`src/rtl/n64_pkg.sv`:
```
// Shared N64 single-wire protocol definitions: command codes, responder
// state encoding and line-coding time multipliers (in microseconds).
package n64_pkg;

    localparam logic [7:0] CMD_STATUS = 8'h00;
    localparam logic [7:0] CMD_POLL   = 8'h01;
    localparam logic [7:0] CMD_RESET  = 8'hFF;

    localparam int BIT_US      = 4;
    localparam int SHORT_US    = 1;
    localparam int LONG_US     = 3;
    localparam int DSTOP_US    = 2;
    // Host low pulses shorter than this decode as 1, longer as 0.
    localparam int RX_SPLIT_US = 2;

    typedef enum logic [2:0] {
        ST_IDLE    = 3'd0,
        ST_RX_LOW  = 3'd1,
        ST_RX_HIGH = 3'd2,
        ST_TURN    = 3'd3,
        ST_TX_LOW  = 3'd4,
        ST_TX_HIGH = 3'd5,
        ST_TX_STOP = 3'd6
    } resp_state_e;

    function automatic logic [15:0] sat_inc16(input logic [15:0] v);
        return (v == 16'hFFFF) ? v : v + 16'd1;
    endfunction

endpackage

```
`src/rtl/n64_line_sync.sv`:
```
// Two-flop synchronizer for the open-drain data line with edge detect.
// Flops reset high so an idle (pulled-up) line produces no spurious edge.
module n64_line_sync (
    input  logic clk,
    input  logic rst,
    input  logic i_line,
    output logic o_level,
    output logic o_fall,
    output logic o_rise
);

    logic r_meta;
    logic r_sync;
    logic r_prev;

    always_ff @(posedge clk) begin
        if (rst) begin
            r_meta <= 1'b1;
            r_sync <= 1'b1;
            r_prev <= 1'b1;
        end else begin
            r_meta <= i_line;
            r_sync <= r_meta;
            r_prev <= r_sync;
        end
    end

    assign o_level = r_sync;
    assign o_fall  = r_prev & ~r_sync;
    assign o_rise  = ~r_prev & r_sync;

endmodule

```
`src/rtl/n64_controller_responder.sv`:
```
// Device-side N64 controller endpoint: decodes host command bytes from the
// data line and replies with status or button data in N64 line coding.
module n64_controller_responder
    import n64_pkg::*;
#(
    parameter int          CLK_FREQ_HZ   = 50_000_000,
    parameter int          TURNAROUND_US = 2,
    parameter int          RX_TIMEOUT_US = 20,
    parameter logic [23:0] STATUS_ID     = 24'h050002
) (
    input  logic        clk,
    input  logic        rst,
    input  logic        line_in,
    output logic        line_oe,
    input  logic [31:0] buttons,
    output logic        cmd_valid,
    output logic [7:0]  cmd_byte,
    output logic        busy,
    output logic        err,
    output logic [2:0]  dbg_state
);

    localparam int          US_CYC    = CLK_FREQ_HZ / 1_000_000;
    localparam logic [15:0] C_HALF    = 16'(US_CYC / 2);
    localparam logic [15:0] C_SPLIT   = 16'(RX_SPLIT_US * US_CYC);
    localparam logic [15:0] C_BIT     = 16'(BIT_US * US_CYC);
    localparam logic [15:0] C_SHORT   = 16'(SHORT_US * US_CYC);
    localparam logic [15:0] C_LONG    = 16'(LONG_US * US_CYC);
    localparam logic [15:0] C_DSTOP   = 16'(DSTOP_US * US_CYC);
    localparam logic [15:0] C_TURN    = 16'(TURNAROUND_US * US_CYC);
    localparam logic [15:0] C_TIMEOUT = 16'(RX_TIMEOUT_US * US_CYC);

    logic w_level;
    logic w_fall;
    logic w_rise;

    n64_line_sync u_sync (
        .clk     (clk),
        .rst     (rst),
        .i_line  (line_in),
        .o_level (w_level),
        .o_fall  (w_fall),
        .o_rise  (w_rise)
    );

    resp_state_e r_state, w_state_nxt;
    logic [15:0] r_cnt, w_cnt_nxt;
    logic [7:0]  r_rx_shift, w_rx_shift_nxt;
    logic [3:0]  r_rx_bits, w_rx_bits_nxt;
    logic [31:0] r_tx_shift, w_tx_shift_nxt;
    logic [5:0]  r_tx_bits, w_tx_bits_nxt;
    logic [7:0]  r_cmd_byte, w_cmd_byte_nxt;
    logic        r_cmd_valid, w_cmd_valid_nxt;
    logic        r_err, w_err_nxt;
    logic        r_busy;
    logic        r_line_oe;
    logic [15:0] w_low_dur;

    // Line-low portion of the current reply bit; the high portion fills the rest.
    assign w_low_dur = r_tx_shift[31] ? C_SHORT : C_LONG;

    always_comb begin
        w_state_nxt     = r_state;
        w_cnt_nxt       = r_cnt;
        w_rx_shift_nxt  = r_rx_shift;
        w_rx_bits_nxt   = r_rx_bits;
        w_tx_shift_nxt  = r_tx_shift;
        w_tx_bits_nxt   = r_tx_bits;
        w_cmd_byte_nxt  = r_cmd_byte;
        w_cmd_valid_nxt = 1'b0;
        w_err_nxt       = 1'b0;

        case (r_state)
            ST_IDLE: begin
                if (w_fall) begin
                    w_state_nxt    = ST_RX_LOW;
                    w_cnt_nxt      = 16'd1;
                    w_rx_bits_nxt  = 4'd0;
                    w_rx_shift_nxt = 8'h00;
                end
            end

            ST_RX_LOW: begin
                if (w_rise) begin
                    if (r_cnt < C_HALF || r_cnt > C_BIT) begin
                        w_err_nxt   = 1'b1;
                        w_state_nxt = ST_IDLE;
                        w_cnt_nxt   = 16'd0;
                    end else if (r_rx_bits == 4'd8) begin
                        w_cnt_nxt = 16'd0;
                        if (r_cnt < C_SPLIT) begin
                            w_cmd_valid_nxt = 1'b1;
                            w_cmd_byte_nxt  = r_rx_shift;
                            case (r_rx_shift)
                                CMD_POLL: begin
                                    w_tx_shift_nxt = buttons;
                                    w_tx_bits_nxt  = 6'd32;
                                    w_state_nxt    = ST_TURN;
                                end
                                CMD_STATUS, CMD_RESET: begin
                                    w_tx_shift_nxt = {STATUS_ID, 8'h00};
                                    w_tx_bits_nxt  = 6'd24;
                                    w_state_nxt    = ST_TURN;
                                end
                                default: w_state_nxt = ST_IDLE;
                            endcase
                        end else begin
                            w_err_nxt   = 1'b1;
                            w_state_nxt = ST_IDLE;
                        end
                    end else begin
                        w_rx_shift_nxt = {r_rx_shift[6:0], (r_cnt < C_SPLIT)};
                        w_rx_bits_nxt  = r_rx_bits + 4'd1;
                        w_state_nxt    = ST_RX_HIGH;
                        w_cnt_nxt      = 16'd1;
                    end
                end else if (!w_level && r_cnt >= C_BIT) begin
                    // Low already longer than a full bit: abort without waiting for release.
                    w_err_nxt   = 1'b1;
                    w_state_nxt = ST_IDLE;
                    w_cnt_nxt   = 16'd0;
                end else begin
                    w_cnt_nxt = sat_inc16(r_cnt);
                end
            end

            ST_RX_HIGH: begin
                if (w_fall) begin
                    w_state_nxt = ST_RX_LOW;
                    w_cnt_nxt   = 16'd1;
                end else if (r_cnt >= C_TIMEOUT) begin
                    w_err_nxt   = 1'b1;
                    w_state_nxt = ST_IDLE;
                    w_cnt_nxt   = 16'd0;
                end else begin
                    w_cnt_nxt = sat_inc16(r_cnt);
                end
            end

            ST_TURN: begin
                if (r_cnt >= C_TURN - 16'd1) begin
                    w_state_nxt = ST_TX_LOW;
                    w_cnt_nxt   = 16'd0;
                end else begin
                    w_cnt_nxt = sat_inc16(r_cnt);
                end
            end

            ST_TX_LOW: begin
                if (r_cnt >= w_low_dur - 16'd1) begin
                    w_state_nxt = ST_TX_HIGH;
                    w_cnt_nxt   = 16'd0;
                end else begin
                    w_cnt_nxt = sat_inc16(r_cnt);
                end
            end

            ST_TX_HIGH: begin
                if (r_cnt >= C_BIT - w_low_dur - 16'd1) begin
                    w_cnt_nxt = 16'd0;
                    if (r_tx_bits == 6'd1) begin
                        w_tx_bits_nxt = 6'd0;
                        w_state_nxt   = ST_TX_STOP;
                    end else begin
                        w_tx_shift_nxt = {r_tx_shift[30:0], 1'b0};
                        w_tx_bits_nxt  = r_tx_bits - 6'd1;
                        w_state_nxt    = ST_TX_LOW;
                    end
                end else begin
                    w_cnt_nxt = sat_inc16(r_cnt);
                end
            end

            ST_TX_STOP: begin
                if (r_cnt >= C_DSTOP - 16'd1) begin
                    w_state_nxt = ST_IDLE;
                    w_cnt_nxt   = 16'd0;
                end else begin
                    w_cnt_nxt = sat_inc16(r_cnt);
                end
            end

            default: begin
                w_state_nxt = ST_IDLE;
                w_cnt_nxt   = 16'd0;
            end
        endcase
    end

    // Outputs are registered from the next state so line_oe and busy never glitch.
    always_ff @(posedge clk) begin
        if (rst) begin
            r_state     <= ST_IDLE;
            r_cnt       <= 16'd0;
            r_rx_shift  <= 8'h00;
            r_rx_bits   <= 4'd0;
            r_tx_shift  <= 32'h0;
            r_tx_bits   <= 6'd0;
            r_cmd_byte  <= 8'h00;
            r_cmd_valid <= 1'b0;
            r_err       <= 1'b0;
            r_busy      <= 1'b0;
            r_line_oe   <= 1'b0;
        end else begin
            r_state     <= w_state_nxt;
            r_cnt       <= w_cnt_nxt;
            r_rx_shift  <= w_rx_shift_nxt;
            r_rx_bits   <= w_rx_bits_nxt;
            r_tx_shift  <= w_tx_shift_nxt;
            r_tx_bits   <= w_tx_bits_nxt;
            r_cmd_byte  <= w_cmd_byte_nxt;
            r_cmd_valid <= w_cmd_valid_nxt;
            r_err       <= w_err_nxt;
            r_busy      <= (w_state_nxt != ST_IDLE);
            r_line_oe   <= (w_state_nxt == ST_TX_LOW) || (w_state_nxt == ST_TX_STOP);
        end
    end

    assign line_oe   = r_line_oe;
    assign cmd_valid = r_cmd_valid;
    assign cmd_byte  = r_cmd_byte;
    assign busy      = r_busy;
    assign err       = r_err;
    assign dbg_state = r_state;

endmodule

```
`config.mk`:
```
export PLATFORM = sky130hd
export DESIGN_NAME = n64_controller_responder
export DESIGN_NICKNAME = d
export VERILOG_FILES = /design/src/rtl/n64_pkg.sv /design/src/rtl/n64_line_sync.sv /design/src/rtl/n64_controller_responder.sv
export SDC_FILE = /design/constraint.sdc
export NUM_CORES = 1
export LEC_CHECK = 0
export CAP_MARGIN = 20
export CORE_MARGIN = 2
export CORE_UTILIZATION = 40
export DETAILED_ROUTE_END_ITERATION = 8
export DONT_BUFFER_PORTS = 1
export GPL_TIMING_DRIVEN = 1
export PLACE_DENSITY_LB_ADDON = 0.12
export SLEW_MARGIN = 20
export SYNTH_ARGS = -nofsm -noshare
export SYNTH_HDL_FRONTEND = slang
export SYNTH_SLANG_ARGS = --single-unit
```
`constraint.sdc`:
```
create_clock -name clk -period 7.3 [get_ports clk]
set_clock_uncertainty 0.05 [all_clocks]
set_input_delay 0.365 -clock clk [delete_from_list [all_inputs] [get_ports clk]]
set_output_delay 0.365 -clock clk [all_outputs]
set_load 0.05 [all_outputs]
```
After elaboration in Yosys (flattened, before gate mapping)

Cells that the tools add are included.

Input bits: 35
Output and inout bits: 15
Register bits after elaboration: 84
Logic and storage cells: 138

Reduce and logical (&&, ||, !) cells: 17
Equal/unequal tests: 22
Muxes and demuxes: 63
Add/sub/neg operators: 6
Magnitude comparators: 8
Bitwise gates (word level): 8

Operator list:

| cell                  | count |
|---|---|
| $mux 32               | 6 |
| $mux 16               | 9 |
| $pmux 32 s2           | 2 |
| $pmux 16 s6           | 1 |
| $mux 8                | 5 |
| $mux 3                | 12 |
| $mux 6                | 6 |
| $ge 16x16->1          | 2 |
| $pmux 6 s2            | 2 |
| $pmux 3 s7            | 1 |
| $add 16x1->16 const B | 1 |
| $eq 16x16->1 const B  | 1 |
| $ge 16x10->1 const B  | 1 |
| $ge 16x7->1 const B   | 1 |
| $ge 16x8->1 const B   | 1 |
| $gt 16x8->1 const B   | 1 |
| $lt 16x5->1 const B   | 1 |
| $lt 16x7->1 const B   | 1 |
| $mux 4                | 4 |
| $pmux 8 s2            | 1 |
| $eq 3x3->1 const B    | 5 |
| $ne 2x2->1 const B    | 6 |
| $mux 1                | 10 |
| $reduce_and 5->1      | 2 |
| other kinds (30)      | 42 |

Depth between registers and ports, before layout

Depth after elaboration: 10
Gate-level depth with buffers: 12
Gate-level depth less buffers: 9

Cells and area by module

Synthesis repeated with hierarchy kept, for this count alone.

Cells, all modules: 554
Area, all modules: 4648.2 µm²

By module, submodules not included:

| module                   | seq. area each (µm²) | instances | cells an instance | area an instance (µm²) |
|---|---|---|---|---|
| n64_controller_responder | 1621.6               | 1         | 546               | 4555.6 |
| n64_line_sync            | 60.1                 | 1         | 8                 | 92.6 |

Worst setup path before layout

Ideal clock, no wire load.

Path kind: register -> register
Start point: register r_state[0], in the netlist dbg_state[0]
End point: register r_tx_shift[25]
Period minus slack after synthesis: 3067 ps
Buffers on the path: 2
Stages on the path, launching flop included: 10
Data required time: 7118 ps
Setup time: 132 ps
Setup slack: 4233 ps
Data arrival time: 2885 ps
Path through: dfxtp_1 -> or3b_1 -> or4_1 -> or4_1 -> buf_4 -> o22ai_4 -> nand2_1 -> buf_2 -> a221oi_1 -> nor3_1

Cells in the longest elaborated chain, start to end: 3
Elaborated cells on any way between the ends: 12
Those cells by class: eq/ne (9); mux (1); reduce/logical (2)

RTL lines:

| what                                                      | RTL line                        | RTL |
|---|---|---|
| from (decl)                                               | n64_controller_responder.sv:46  | `resp_state_e r_state, w_state_nxt;` |
| from (signal assigned)                                    | n64_controller_responder.sv:205 | `r_state <= w_state_nxt;` |
| $eq 3x1->1 / $eq 3x3->1 (equally long branches)           | n64_controller_responder.sv:73  | `case (r_state)` |
| $ne 3x1->1 (no source line), or another cell as far along | --                              |  |
| $reduce_and 8->1 (no source line)                         | --                              |  |
| to (signal assigned)                                      | n64_controller_responder.sv:209 | `r_tx_shift <= w_tx_shift_nxt;` |
| to (decl)                                                 | n64_controller_responder.sv:50  | `logic [31:0] r_tx_shift, w_tx_shift_nxt;` |

Parallel ways exist; a longest one is shown, timed or not.
A chain may end at the register's enable or synchronous reset.

Final worst setup path

Start point: register r_state[0], in the netlist dbg_state[0]
End point: register r_tx_shift[30]

Same word-level chain as after synthesis.

==> out/metrics.sh <==
CP-END-KIND='register'
CLOCK-ROOT-BUFFER='sky130_fd_sc_hd__clkbuf_8'
SYN-INSTANCE-COUNT=533
TRITONCTS.NUM_BUFFERS=9
CRIT_PATH_END='r_tx_shift[30]$_SDFFE_PP0P_'
CLK-INSERTION-DELAY-LATE_NS=0.36
R2R_SLACK_NS=3.15
H-TREE-DEPTH=3
NUM_ROWS=37
TIMING.MAX_CAP.VIOLATIONS=0
R2R_CELLS=8
SYN_TO_FINAL_GROWTH_PCT=6.557
POST_DP_CELL_AREA_SQ_UM=4308
POSTLAYOUTCELLAREA_SQ_UM=4534
SYNTH.FF_LATCH_COUNT=84
VIASPERCELL=5.886
GRT_USE_TOTAL_PCT=18.48
FINAL_MAX_SLEW_VIOL_COUNT=0
IO-PIN-COUNT=50
FINAL_LAYOUT_SIZE_SUFFIX_GT1_SHARE_PCT=6.142
SETUP-TNS-FINAL_NS=0
WORST_IR_DROP_VDD_uV=83.99
GRT_START_MAX_NET_PINS=62
YOSYS_WARNINGS=0
LEAKAGEPOWER_nW=1.629
SYNTH-ASYNC-RESET-RATIO_PCT=0
PATH_CLASS='register to register'
NUMBER_OF_GLOBAL_ROUTE_VIAS_BEFORE_REPAIR=3472
POST_ROUTE_CLOCK_PERIOD_UTILIZATION_PCT=56.84
START_KIND='register'
POSTLAYOUTCOREUTIL_PCT=43.92
CTS_HOLD_BUF=0
POST_CTS.REPAIR.SETUP_BUFFERS=0
RR_STARTPOINT='dbg_state[0]$_SDFF_PP0_'
DETAILEDPLACEMENTHPWL_UM=6938
GRT_SETUP_UNREPAIRED='false'
ANTENNA_VIOLATING_NETS_POST_ROUTE=0
WORST_SLACK_AFTER_DETAILED_PLACEMENT_NS=2.880
DETAILEDROUTE.FIRSTPASSITERATIONCOUNT=5
SYNTH.TOP_CELL.AREA_SHARE_PCT=39.52
TIMING.FINAL.WS_SETUP_NS=3.151
POST_CTS_REPAIR_RESIZE_COUNT=0
NUMBER_OF_SYNTHESIZED_FLOPS_WITH_AN_ENABLE_PIN=0
FIN_CRIT_NS=4.149
PLACEABLECOREAREA_SQ_UM=10320
WORST_EP_REQUIRED_TIME_NS=7.49
STATUS='finished, final reports clean'
ROUTEDWLPERCELL_UM=15.75
CTS_NUM_SINKS=84
WORST_HOLD_SLACK_NS=0.02278
GP_CONGESTION=0.8284
CRIT_PATH_MAX_FANOUT=18
NETS=564
POST-SYNTH-TOP-COUNT-CELL='sky130_fd_sc_hd__dfxtp_1'
GRT_PASS1_WL_UM=17170
FP.DIEW_UM=107.1
VIAS=3867
TOP_POST_SYNTHESIS_CELLS_BY_COUNT='sky130_fd_sc_hd__dfxtp_1, sky130_fd_sc_hd__nor2_1, sky130_fd_sc_hd__nor3_1'
CRITPATHARRIVALTIME_NS=4.34
SYN_AREA_PER_CELL_SQ_UM=7.984
CTS_TREE='built'
CELLPOWERDENSITY_nW_PER_UM2=182.3
POSTSYNTHNETCOUNT=581
CLK_PIN_SLEW_WORST_PATHS_NS=0.08
SYNTH.LIB_CELLS_USED.DISTINCT=53
TIGHTEST_SLEW_NS=0.9318
START_UTIL_PCT=41.22
REG2REG_CAPTURE_POINT='r_tx_shift[30]$_SDFFE_PP0P_'
DIODES=0
CLOCK.FMAX_MHz=241.0
DIE_HEIGHT_UM=107.1
SYNTHTOPCELLSBYAREA='sky130_fd_sc_hd__dfxtp_1, sky130_fd_sc_hd__nor2_1, sky130_fd_sc_hd__nor3_1, sky130_fd_sc_hd__a221oi_1, sky130_fd_sc_hd__nand2_1'
DRT_FIRST_ITER_VIOLATIONS=250
YS_DOMINANT_REG_CELL='sky130_fd_sc_hd__dfxtp_1'
FINALHOLDVIOLCOUNT=0
DESIGN.DIE.AREA_SQ_UM=11480
OVERFLOW=0
ROUTED_WIRELENGTH_UM=10350
YS_SEQ_AREA_SHARE_PCT=39.52
DRC=0
NUMPORTBUFFERS=0
NETLIST.TOP_CELL.BY_AREA='sky130_fd_sc_hd__dfxtp_1'
POST_SYNTH_INSTANCE_AREA_SQ_UM=4255
SETUP-VIOLATIONS-FINAL=0
CLK_PATH_BUF_DEPTH=2
SETUP.WORST_PATH.START='dbg_state[0]$_SDFF_PP0_'
GRT_ANTENNA_BEFORE_REPAIR=0
MIN-DELAY-PATH-CLASS='input port to register'
MAX-SLEW-MARGIN-REL_PCT=37.80
[power by group]
group	leakage (nW)	switching, mW	total, mW	internal [mW]
Combinational	0.858	0.0160	0.0245	0.00854
Sequential	0.677	0.00310	0.463	0.460
Clock	0.0935	0.178	0.339	0.161
Total	1.63	0.197	0.827	0.629
[critical path: stages, from the launching register on]
cell and delay, ns:
sky130_fd_sc_hd__dfxtp_1 0.94, sky130_fd_sc_hd__or3b_1 0.44, sky130_fd_sc_hd__or4_1 0.50, sky130_fd_sc_hd__or4_1 0.71
sky130_fd_sc_hd__o22ai_4 0.32, sky130_fd_sc_hd__nand2_1 0.41, sky130_fd_sc_hd__buf_6 0.30, sky130_fd_sc_hd__a221oi_1 0.28
sky130_fd_sc_hd__nor3_1 0.08
[worst min-delay path by stage]
stage                                   from                        end  slack, ns  cells after the start
global route                             rst   cmd_byte[2]$_SDFFE_PP0P_      0.006                      1
floorplan           u_sync.r_meta$_SDFF_PP1_  u_sync.o_level$_SDFF_PP1_       0.34                      1
global placement    u_sync.r_meta$_SDFF_PP1_  u_sync.o_level$_SDFF_PP1_       0.34                      1
CTS                                      rst     r_cnt[11]$_SDFFE_PP0P_      0.007                      1
finish                                   rst     r_cnt[11]$_SDFFE_PP0P_       0.02                      1
detailed placement  u_sync.r_meta$_SDFF_PP1_  u_sync.o_level$_SDFF_PP1_       0.35                      1
[state kept, by name, indices dropped and copies added, names as in the netlist]
name / count
r_rx_shift: 8
cmd_byte: 8
u_sync.o_level: 1
line_oe: 1
r_tx_bits: 6
err: 1
cmd_valid: 1
busy: 1
u_sync.r_prev: 1
u_sync.r_meta: 1
dbg_state: 3
r_rx_bits: 4
r_cnt: 16
r_tx_shift: 32
[layout by cell type (no fill, tap or decap), drive strengths merged, types with 3 or more instances in the layout]
master	netlist	layout
a221oi	28	28
a21oi	27	27
nand2	47	47
nor2	78	78
nand4	8	8
dfxtp	84	84
inv	17	19
buf	9	6
mux2i	17	17
nor3	49	49
xor2	3	3
nand2b	3	3
o211ai	3	3
clkbuf	25	10
a211oi	5	5
and2	5	5
o221ai	3	3
or4	4	4
or2	5	5
nand3	19	19
nor2b	4	4
o21ai	18	18
nor4	10	10
a31oi	7	7
o22ai	7	7
or3	6	6
ha	13	13
[metrics by stage]
step | total power, mW | std cells
after global placement | 0.4967 | 639
after detailed placement | 0.4970 | 639
final | 0.8265 | 657
after global routing | 0.8680 | 657
after CTS | 0.8399 | 655
after floorplan | 0.4952 | 533
[cell type report]
class | instances | area [sq um]
clock buffer | 10 | 127.6
clock inverter | 6 | 71.32
fill | 1037 | 5789
inverter | 17 | 63.81
multi-input combinational | 398 | 2364
sequential | 84 | 1682
tap | 136 | 170.2
timing repair buffer | 6 | 56.30
[metal layers]
layer / up-vias / track usage (%) / part of all wire [%]
met5: - / 0 / 0
met4: 0 / 5.937 / 1.3
met3: 11 / 4.802 / 6.6
met2: 121 / 28.75 / 45
met1: 1816 / 24.94 / 47
li1: 1919 / - / -
[logic make-up after synthesis]
| family | count (synthesis) | share of synthesized area (%) |
|---|---|---|
| and+or+nand+nor | 245 | 27.02 |
| muxes | 17 | 3.999 |
| buffers and inverters | 51 | 5.087 |
| AOI/OAI and AO/OA | 118 | 19.52 |
| xor gates and xnor gates | 5 | 1.029 |
| DFF | 84 | 39.52 |
| adders and majority gates | 13 | 3.822 |
Power figures use the tool's default switching activity.
